**src/rtl/idct2_1d_seq.sv**
```systemverilog
// Sequential 1-D inverse DCT-II for sizes 4/8/16/32: one 16x8 multiply-accumulate per clock.
// Build option: define IDCT_CLIP_EN to saturate outputs to 16 bits (default wraps).
module idct2_1d_seq #(
    parameter int SHIFT = 7
) (
    input  logic               clk,
    input  logic               rst,
    input  logic               in_valid,
    output logic               in_ready,
    input  logic [1:0]         N,
    input  logic signed [0:511] coef_in,
    output logic               out_valid,
    input  logic               out_ready,
    output logic signed [0:511] Y
);
    typedef enum logic [1:0] {IDLE, MAC, DONE} state_t;

    localparam logic signed [31:0] ROUND = 32'sd1 <<< (SHIFT - 1);

    state_t             state, state_next;
    logic [0:511]       coef_q;
    logic [1:0]         size_q;
    logic [4:0]         k, n, last, row;
    logic [6:0]         m, mag;
    logic               neg, accept;
    logic signed [7:0]  tcoef;
    logic signed [15:0] coef_k, result;
    logic signed [23:0] prod;
    logic signed [31:0] acc, acc_next, rounded;
    logic signed [15:0] y_mem [32];

    // Magnitudes of the odd-symmetric cosine basis, indexed by phase 1..32.
    function automatic logic [6:0] base_mag(input logic [5:0] i);
        case (i)
            6'd1, 6'd2, 6'd3: base_mag = 7'd90;
            6'd4:  base_mag = 7'd89;  6'd5:  base_mag = 7'd88;  6'd6:  base_mag = 7'd87;
            6'd7:  base_mag = 7'd85;  6'd8:  base_mag = 7'd83;  6'd9:  base_mag = 7'd82;
            6'd10: base_mag = 7'd80;  6'd11: base_mag = 7'd78;  6'd12: base_mag = 7'd75;
            6'd13: base_mag = 7'd73;  6'd14: base_mag = 7'd70;  6'd15: base_mag = 7'd67;
            6'd16: base_mag = 7'd64;  6'd17: base_mag = 7'd61;  6'd18: base_mag = 7'd57;
            6'd19: base_mag = 7'd54;  6'd20: base_mag = 7'd50;  6'd21: base_mag = 7'd46;
            6'd22: base_mag = 7'd43;  6'd23: base_mag = 7'd38;  6'd24: base_mag = 7'd36;
            6'd25: base_mag = 7'd31;  6'd26: base_mag = 7'd25;  6'd27: base_mag = 7'd22;
            6'd28: base_mag = 7'd18;  6'd29: base_mag = 7'd13;  6'd30: base_mag = 7'd9;
            6'd31: base_mag = 7'd4;
            default: base_mag = 7'd0;
        endcase
    endfunction

    always_comb begin
        case (size_q)
            2'd0:    last = 5'd3;
            2'd1:    last = 5'd7;
            2'd2:    last = 5'd15;
            default: last = 5'd31;
        endcase
    end

    // Row of the 32-point matrix for term k, then its phase (2n+1)*row mod 128.
    // NOTE: every variable gets a default before the branches so no latch is inferred.
    always_comb begin
        row = k << (2'd3 - size_q);
        m   = {1'b0, n, 1'b1} * {2'b00, row};
        neg = 1'b0;
        mag = 7'd64;
        if (row != 5'd0) begin
            if (m <= 7'd32) begin
                mag = base_mag(m[5:0]);
            end else if (m <= 7'd64) begin
                mag = base_mag(6'(7'd64 - m));
                neg = 1'b1;
            end else if (m <= 7'd96) begin
                mag = base_mag(6'(m - 7'd64));
                neg = 1'b1;
            end else begin
                mag = base_mag(6'(8'd128 - {1'b0, m}));
            end
        end
        tcoef = neg ? -$signed({1'b0, mag}) : $signed({1'b0, mag});
    end

    assign coef_k   = coef_q[{k, 4'b0000} +: 16];
    assign prod     = 24'(coef_k) * 24'(tcoef);
    assign acc_next = acc + 32'(prod);
    assign rounded  = (acc_next + ROUND) >>> SHIFT;

    always_comb begin
`ifdef IDCT_CLIP_EN
        if (rounded > 32'sd32767)       result = 16'sh7fff;
        else if (rounded < -32'sd32768) result = 16'sh8000;
        else                            result = rounded[15:0];
`else
        result = rounded[15:0];
`endif
    end

    // NOTE: sequential state uses non-blocking assignments so every register samples pre-edge values.
    always_ff @(posedge clk) begin
        if (rst) state <= IDLE;
        else     state <= state_next;
    end

    always_comb begin
        state_next = state;
        in_ready   = 1'b0;
        out_valid  = 1'b0;
        case (state)
            IDLE: begin
                in_ready = 1'b1;
                if (in_valid) state_next = MAC;
            end
            MAC:  if (k == last && n == last) state_next = DONE;
            DONE: begin
                out_valid = 1'b1;
                if (out_ready) state_next = IDLE;
            end
            default: state_next = IDLE;
        endcase
    end

    assign accept = in_valid && in_ready;

    // NOTE: Y is reset because it is visible at the port; coef_q is only read after an accept, so it is not.
    always_ff @(posedge clk) begin
        if (accept) coef_q <= coef_in;
    end

    always_ff @(posedge clk) begin
        if (rst) begin
            acc    <= '0;
            k      <= '0;
            n      <= '0;
            size_q <= '0;
            for (int i = 0; i < 32; i++) y_mem[i] <= '0;
        end else if (accept) begin
            acc    <= '0;
            k      <= '0;
            n      <= '0;
            size_q <= N;
            for (int i = 0; i < 32; i++) y_mem[i] <= '0;
        end else if (state == MAC) begin
            if (k == last) begin
                y_mem[n] <= result;
                acc      <= '0;
                k        <= '0;
                n        <= n + 5'd1;
            end else begin
                acc <= acc_next;
                k   <= k + 5'd1;
            end
        end
    end

    always_comb begin
        Y = '0;
        for (int i = 0; i < 32; i++) Y[16*i +: 16] = y_mem[i];
    end

endmodule

```
**config.mk**
```make
export PLATFORM = sky130hd
export DESIGN_NAME = idct2_1d_seq
export DESIGN_NICKNAME = d
export VERILOG_FILES = /design/src/rtl/idct2_1d_seq.sv
export SDC_FILE = /design/constraint.sdc
export NUM_CORES = 1
export LEC_CHECK = 0
export CAP_MARGIN = 0
export CORE_AREA = 5 5 398 400
export DETAILED_ROUTE_END_ITERATION = 10
export DIE_AREA = 0 0 403 405
export GPL_TIMING_DRIVEN = 0
export SLEW_MARGIN = 5
export SYNTH_ARGS = -nofsm -noshare
export SYNTH_HDL_FRONTEND = slang
export SYNTH_SLANG_ARGS = --single-unit
```
**constraint.sdc**
```tcl
create_clock -name clk -period 60.2 [get_ports clk]
set_clock_uncertainty 0.2 [all_clocks]
set_input_delay 6.02 -clock clk [delete_from_list [all_inputs] [get_ports clk]]
set_output_delay 6.02 -clock clk [all_outputs]
set_load 0.02 [all_outputs]
```
==> results.yml, run 1 <==
synthesis:
  syn_inst: 2952
  yosysTopAreaCell: "edfxtp_1"
  synth_cell_types: 76
  yosysTopAreaCellShare_pct: 67.1
  avgSynthCellArea_sq_um: 15.5
  synth_most_common_cell: "edfxtp_1"
  synthArstFlopShare_pct: 0
  yosys_warnings: 0
  seq_area_frac_synth_pct: 68.7
  ys_top_cells_by_count: "edfxtp_1 (1,024), nor2_1 (653), mux4_2 (160), inv_1 (159), nand2_1 (148)"
  synth-edff-count: 1024
  synth.area.top_cells: "edfxtp_1 (67%), mux4_2 (7.9%), fa_1 (5.7%)"
  ys_seq_elements: 1061
  netlist_area_sq_um: 45800
  synth_ff_type: "edfxtp_1"
  synth_nets: 3675
clock_tree:
  cts_setup_buffers: 0
  cts_tree: "built"
  path_clk_slew_ns: 0.06
  htreeDepth: 3
  cts-buffers-inserted: 112
  clk_latency_ns: 0.77
  clock-sinks: 1061
  ctsLongestPathBuffers: 3
  ctsResizeCount: 0
  cts_root_buf: "clkbuf_16"
  hold_buffers: 0
die:
  row_count: 145
  design.die.area_sq_um: 163000
  ios: 1032
  core_area_sq_um: 155000
  initial_utilization_pct: 29.6
  die_width_microns: 403
  die_h_microns: 405
power:
  powerDensity_nw_per_um2: 34.5
  p_leak_uw: 0.0223
  peakVddDrop_uv: 43.4
  power_uw: 2170
placement:
  gp_congestion: 0.864
  dp_hpwl_mm: 130
  pre_cts_ws_ns: 45.41
  io_buffers: 1031
worst_setup_path:
  worstSetupStartpointType: "flip-flop"
  crit_type: "reg -> reg"
  worst_path_most_repeated_cell: "fa_1"
  crit_start: "k[0]"
  end_kind: "flip-flop"
  r2r-start: "k[0]"
  required_ns: 60.39
  crit_fanout: 10
  critPathArrivalTime_ns: 14.91
  cpMaxStageDelayCell: "xor2_1"
  slowest_delay_ns: 0.77
routing:
  drt-initial-drc-count: 2357
  routed_wl_mm: 164
  vias: 29500
  antenna_left: 0
  wl_per_cell_microns: 26.0
  viasPerCell: 4.67
  drc: 0
  dr.pass1.iters: 7
sta:
  max_freq_ghz: 0.0679
  relSlewSlack_pct: 10.6
  fin_setup_tns_ns: 0
  final_max_slew_viol_count: 0
  fin_crit_sh_pct: 24.5
  grt_setup_unrepaired: "false"
  hold_viol: 0
  whs_ns: 0.259
  worst_pin_slew_ns: 1.34
  setup_slack_ns: 45.48
  setup_viol: 0
  min_period_ns: 14.72
global_routing:
  antenna_found_initial: 39
  track_usage_pct: 19.5
  grt_pass1_wl_mm: 228
  overflow: 0
  grt_start_max_net_pins: 20
  grt_pass1_vias: 30600
run_status:
  status: "finished, final reports clean"
min_path:
  worstHoldStart: "acc[1]"
  hp-class: "reg -> reg"
cells_and_area:
  post_route_cells_drive_above_1_share_pct: 10.2
  layout.nets: 4871
  area_growth_pct: 37.2
  fin_util_pct: 40.6
flow_run:
  maxCapViolCount: 0
-- routing by layer --
layer / vias to the layer above / routed length (microns) / global-route usage [%]
met5: - / 161 / 0
met4: 24 / 5500 / 6.42
met3: 265 / 13900 / 5.43
met2: 1409 / 82800 / 34.2
met1: 14700 / 61700 / 23.3
li1: 13100 / - / -
-- layout make-up --
class / count / area (sq um)
inverter: 159 / 597
fill: 14400 / 92000
clock inverter: 79 / 696
tap: 2058 / 2570
timing repair buffer: 1082 / 10800
multi-input combinational: 1563 / 13200
buffer: 169 / 678
clock buffer: 131 / 2870
sequential: 1061 / 31500
antenna: 11 / 27.5
-- registers in the layout, indices dropped and copies added (netlist names) --
signal and cells:
size_q 2, state 2, k 5, acc 23
y_mem 512, coef_q 512, n 5
-- layout by cell type (no fill, tap or decap), types with 18 or more instances in the layout --
master,Yosys,final
clkdlybuf4s50_1,0,1031
edfxtp_1,1024,1024
nor2_1,653,653
mux4_2,160,160
inv_1,159,159
clkbuf_1,140,157
nand2_1,148,148
fa_1,130,130
clkbuf_16,0,112
ha_1,75,75
a21oi_1,45,45
xnor2_1,41,39
dfxtp_1,37,37
buf_4,0,30
clkinv_1,0,28
o21ai_0,25,25
clkinv_2,0,25
nand3_1,22,22
mux2i_1,22,21
xor2_1,24,20
buf_6,4,19
nor2b_1,18,18
-- metrics by stage --
step,area [sq um],cells
finish,62900,6313
global route,62900,6308
CTS,62900,6302
detailed placement,59300,6092
global placement,58700,6041
floorplan,45800,2952
-- worst max-delay path: cells and delay by family (launching register included) --
kind	cells	cell delay, ns
flip-flops	1	0.48
AO/OA/AOI/OAI	9	2.50
AND/OR/NAND/NOR	11	2.36
buffers and inverters	11	3.09
XOR/XNOR	3	1.43
adder cells (fa/ha/maj)	11	4.35
-- logic make-up after synthesis --
logic type               after synthesis  synth area share [%]
multiplexers                         188                  8.50
AND/OR/NAND/NOR                      940                  8.41
AO/OA/AOI/OAI                        161                  2.52
adder cells (fa/ha/maj)              205                  7.72
flip-flops                          1061                  68.7
buffers and inverters                328                  2.76
XOR/XNOR                              69                  1.40
-- final timing paths --
kind              cells after the start  slack, ns            end
hold / removal                        2       0.26         acc[1]
hold reg to reg                       2       0.26         acc[1]
setup / recovery                     45      45.48  y_mem[29][14]
setup reg to reg                     45      45.48  y_mem[29][14]
-- power by group --
| group | switching [uW] | total (uW) | internal [uW] |
|---|---|---|---|
| clock network | 304 | 674 | 371 |
| registers | 14.4 | 869 | 855 |
| logic | 451 | 628 | 177 |
No activity file was read; power rests on OpenSTA's default activity.
==> inputs of run 2 (changes only) <==
Clock period 60.2 ns to 14.5 ns, I/O delays scaled along.
==> results.yml, run 2 (same netlist as run 1, synthesis figures left out) <==
min_path:
  hold_path_depth: 2
  hp-class: "reg -> reg"
worst_setup_path:
  crit_fanout: 10
  end_kind: "flip-flop"
  slowest_delay_ns: 0.65
  reg2reg_depth: 45
  required_ns: 14.77
  worstSetupStartpointType: "flip-flop"
  worst_path_most_repeated_cell: "fa_1"
  critPathArrivalTime_ns: 13.88
  crit_type: "reg -> reg"
  cpMaxStageDelayCell: "xnor2_1"
sta:
  relSlewSlack_pct: 15.8
  whs_ns: 0.261
  hold_viol: 0
  setup_slack_ns: 0.887
  setup_viol: 0
  final_max_slew_viol_count: 0
  fin_crit_sh_pct: 93.9
  min_period_ns: 13.61
  max_freq_ghz: 0.0735
  worst_pin_slew_ns: 1.26
  grt_setup_unrepaired: "false"
  fin_setup_tns_ns: 0
placement:
  gp_congestion: 0.859
  pre_cts_ws_ns: -0.519
  dp_hpwl_mm: 130
  dp_cells: 6082
  io_buffers: 1031
global_routing:
  overflow: 0
  grt_pass1_vias: 30800
  grt_pass1_wl_mm: 228
  track_usage_pct: 19.6
  grt_start_max_net_pins: 23
  antenna_found_initial: 31
clock_tree:
  clock-sinks: 1061
  path_clk_slew_ns: 0.06
  cts_tree: "built"
  cts_setup_buffers: 0
  clk_latency_ns: 0.74
  ctsLongestPathBuffers: 3
  cts_root_buf: "clkbuf_16"
  cts-buffers-inserted: 112
  htreeDepth: 3
cells_and_area:
  mostFrequentLayoutCells: "clkdlybuf4s50_1 (1,031), edfxtp_1 (1,024), nor2_1 (653)"
  layout_commonest_cell: "clkdlybuf4s50_1"
  area_growth_pct: 38.4
  layout.nets: 4859
  fin_cells: 6298
  post_route_cells_drive_above_1_share_pct: 10.7
  top_regs: "coef_q x512, y_mem x512, acc x23"
die:
  die_h_microns: 405
  initial_utilization_pct: 29.6
  core_area_sq_um: 155000
  ios: 1032
  row_count: 145
  die_width_microns: 403
  design.die.area_sq_um: 163000
routing:
  dr.pass1.iters: 5
  routed_wl_mm: 164
  drt-initial-drc-count: 2301
  viasPerCell: 4.64
  wl_per_cell_microns: 26.1
  drc: 0
  vias: 29200
  antenna_left: 0
power:
  intPower_uw: 5930
  p_sw_share_pct: 36.0
  seqPwrFrac_pct: 38.9
  power.switching_uw: 3330
  comb_power_share_pct: 30.5
  p_leak_uw: 0.0225
  pwr-share-clk_pct: 30.6
  powerDensity_nw_per_um2: 146
  peakVddDrop_uv: 117
  power_uw: 9270
run_status:
  status: "finished, final reports clean"
flow_run:
  maxCapViolCount: 0
## run 2: changes by cell type in the layout (fill, tap and decap cells not counted), moves of 4 or more
cell and delta:
buf_4 -30, buf_8 +14, buf_16 +13, clkbuf_1 -13
clkinv_2 -10, a21oi_1 -8, a21oi_2 +8, buf_6 -7
clkbuf_2 +7, xnor2_1 -4, xnor2_2 +4
## run 2: worst max-delay path: cells and delay by family (launching register included)
kind            cells  cell delay, ns
fa+ha+maj          11            4.41
buf+inv            10            3.16
compound gates     10            1.94
simple gates       10            1.67
xor+xnor            3            1.37
flops               1            0.33
mux                 1            0.29
## run 2: what timing repair did
action | in CTS | in global routing
hold buffers | 0 | 0
hold endpoints to repair | 0 | 0
resized for setup | 5 | 14
endpoints found under the setup margin | 51 | 384
## run 2: cell type report
cell class	instances	area, sq um
diodes	9	22.5
plain buffers	167	742
clock buffers	135	2890
clock inverters	74	741
fillers	14200	91500
inverters	159	609
multi-input cells	1563	13300
flip-flops and latches	1061	31500
well taps	2058	2570
repair buffers	1072	11100
## run 2: power by group through the flow
| stage | combinational, uW | sequential [uW] | clock, uW |
|---|---|---|---|
| 3_5_place_dp | 2880 | 3670 | 0 |
| 3_3_place_gp | 2750 | 3720 | 0 |
| 2_1_floorplan | 1150 | 3780 | 0 |
| 4_1_cts | 2900 | 3610 | 2890 |
| 5_1_grt | 3000 | 3620 | 3020 |
| 6_report | 2830 | 3610 | 2830 |
## run 2: worst paths after layout
check          from             to  slack, ns
max            k[1]  y_mem[14][11]       0.89
max reg2reg    k[1]  y_mem[14][11]       0.89
min reg2reg  acc[8]         acc[8]       0.26
min          acc[8]         acc[8]       0.26
## run 2: stage by stage
step | cell area [sq um] | utilization, %
6_report | 63500 | 41.0
5_1_grt | 63500 | 41.0
4_1_cts | 63400 | 40.9
3_5_place_dp | 59800 | 38.6
3_3_place_gp | 58900 | 38.0
2_1_floorplan | 46000 | -
## run 2: layer usage
metal	part of all wire [%]	global-route usage, %
met2	50	34.3
met4	3.4	6.88
met3	8.7	5.67
met1	37	23.0
met5	0.14	0
==> inputs of run 3 (changes only) <==
Settings changed: SLEW_MARGIN 5 to 20.
==> results.yml, run 3 (same netlist as run 1, synthesis figures left out) <==
routing:
  drt-initial-drc-count: 2316
  dr.pass1.iters: 5
  antenna_left: 0
  routed_wl_mm: 164
  viasPerCell: 4.66
  vias: 29400
  wl_per_cell_microns: 26.1
  drc: 0
min_path:
  hp-class: "reg -> reg"
die:
  die_h_microns: 405
  design.die.area_sq_um: 163000
  ios: 1032
  core_area_sq_um: 155000
  row_count: 145
  initial_utilization_pct: 29.6
  die_width_microns: 403
global_routing:
  grt_start_max_net_pins: 19
  grt_pass1_wl_mm: 228
  track_usage_pct: 19.6
  grt.met3_usage_pct: 5.43
  grt_use_met1_pct: 23.1
  antenna_found_initial: 34
  busiest_layer: "met2"
  grtUsageMet2_pct: 34.3
  overflow: 0
  grt_pass1_vias: 30700
clock_tree:
  clock-sinks: 1061
  cts_root_buf: "clkbuf_16"
  path_clk_slew_ns: 0.06
  clk_latency_ns: 0.76
  htreeDepth: 3
  cts-buffers-inserted: 111
  cts_setup_buffers: 0
  cts_tree: "built"
  hold_buffers: 0
  ctsLongestPathBuffers: 3
cells_and_area:
  top_regs: "coef_q x512, y_mem x512, acc x23"
  mostFrequentLayoutCells: "clkdlybuf4s50_1 (1,031), edfxtp_1 (1,024), nor2_1 (653)"
  area_growth_pct: 38.7
  layout_commonest_cell: "clkdlybuf4s50_1"
  layout.nets: 4869
  post_route_cells_drive_above_1_share_pct: 11.2
sta:
  setup_viol: 0
  grt_setup_unrepaired: "false"
  setup_slack_ns: 0.906
  fin_crit_sh_pct: 93.8
  hold_viol: 0
  fin_setup_tns_ns: 0
  worst_pin_slew_ns: 1.19
  relSlewSlack_pct: 20.6
  min_period_ns: 13.59
  final_max_slew_viol_count: 0
  max_freq_ghz: 0.0736
run_status:
  status: "finished, final reports clean"
power:
  intPower_uw: 6000
  p_sw_share_pct: 35.8
  comb_power_share_pct: 30.5
  pwr-share-clk_pct: 30.9
  p_leak_uw: 0.0226
  powerDensity_nw_per_um2: 147
  power_uw: 9330
  peakVddDrop_uv: 113
  power.switching_uw: 3340
  seqPwrFrac_pct: 38.6
worst_setup_path:
  slowest_delay_ns: 0.68
  crit_type: "reg -> reg"
  required_ns: 14.77
  critPathArrivalTime_ns: 13.86
  end_kind: "flip-flop"
  cpMaxStageDelayCell: "xnor2_1"
  worst_path_most_repeated_cell: "fa_1"
  crit_fanout: 10
  worstSetupStartpointType: "flip-flop"
placement:
  pre_cts_ws_ns: -0.223
  dp_hpwl_mm: 131
  io_buffers: 1031
  gp_congestion: 0.859
flow_run:
  maxCapViolCount: 0
==> run 3: metrics by stage <==
| stage | area, sq um | hold slack (ns) | cells | utilization (%) |
|---|---|---|---|---|
| finish | 63600 | 0.264 | 6310 | 41.0 |
| global route | 63500 | 0.281 | 6299 | 41.0 |
| CTS | 63500 | 0.258 | 6296 | 41.0 |
| detailed placement | 59800 | 0.250 | 6093 | 38.6 |
| global placement | 58900 | 0.244 | 6041 | 38.0 |
| floorplan | 46000 | 0.229 | 2952 | - |
==> run 3: repair_timing <==
| action | CTS | global route |
|---|---|---|
| endpoints found under the setup margin | 45 | 307 |
| resized for setup | 4 | 15 |
| cloned | 0 | 0 |
==> run 3: power groups by stage <==
stage / Sequential (uW) / Clock, uW / Combinational [uW]
finish: 3610 / 2880 / 2840
global route: 3620 / 3070 / 3010
CTS: 3610 / 2940 / 2920
detailed placement: 3670 / 0 / 2900
global placement: 3720 / 0 / 2750
floorplan: 3780 / 0 / 1150
==> run 3: routing by layer <==
metal | vias up | part of all wire (%)
met5 | - | 0.13
met4 | 34 | 3.6
met3 | 280 | 8.3
met2 | 1379 | 51
met1 | 14600 | 38
li1 | 13100 | -
==> run 3: critical path, delay by kind of cell (launching register included) <==
kind            cells  cell delay [ns]
flops               1             0.33
xor+xnor            3             1.67
compound gates     12             2.26
buf+inv            10             2.73
simple gates        8             1.15
fa+ha+maj          11             4.69
mux                 1             0.30
==> run 3: cell type report <==
cell class | instances | area, sq um
antenna | 15 | 37.5
buffer | 167 | 751
clock buffer | 136 | 2890
clock inverter | 68 | 785
fill | 14200 | 91400
inverter | 159 | 609
multi-input combinational | 1563 | 13400
sequential | 1061 | 31500
tap | 2058 | 2570
timing repair buffer | 1083 | 11100
==> run 3: path summary, 6_finish.rpt <==
check / from / to / slack (ns) / cells after the start
worst min-delay path: acc[8] / acc[8] / 0.26 / 2
worst min register to register: acc[8] / acc[8] / 0.26 / 2
worst max register to register: k[1] / y_mem[14][11] / 0.91 / 45
worst max-delay path: k[1] / y_mem[14][11] / 0.91 / 45
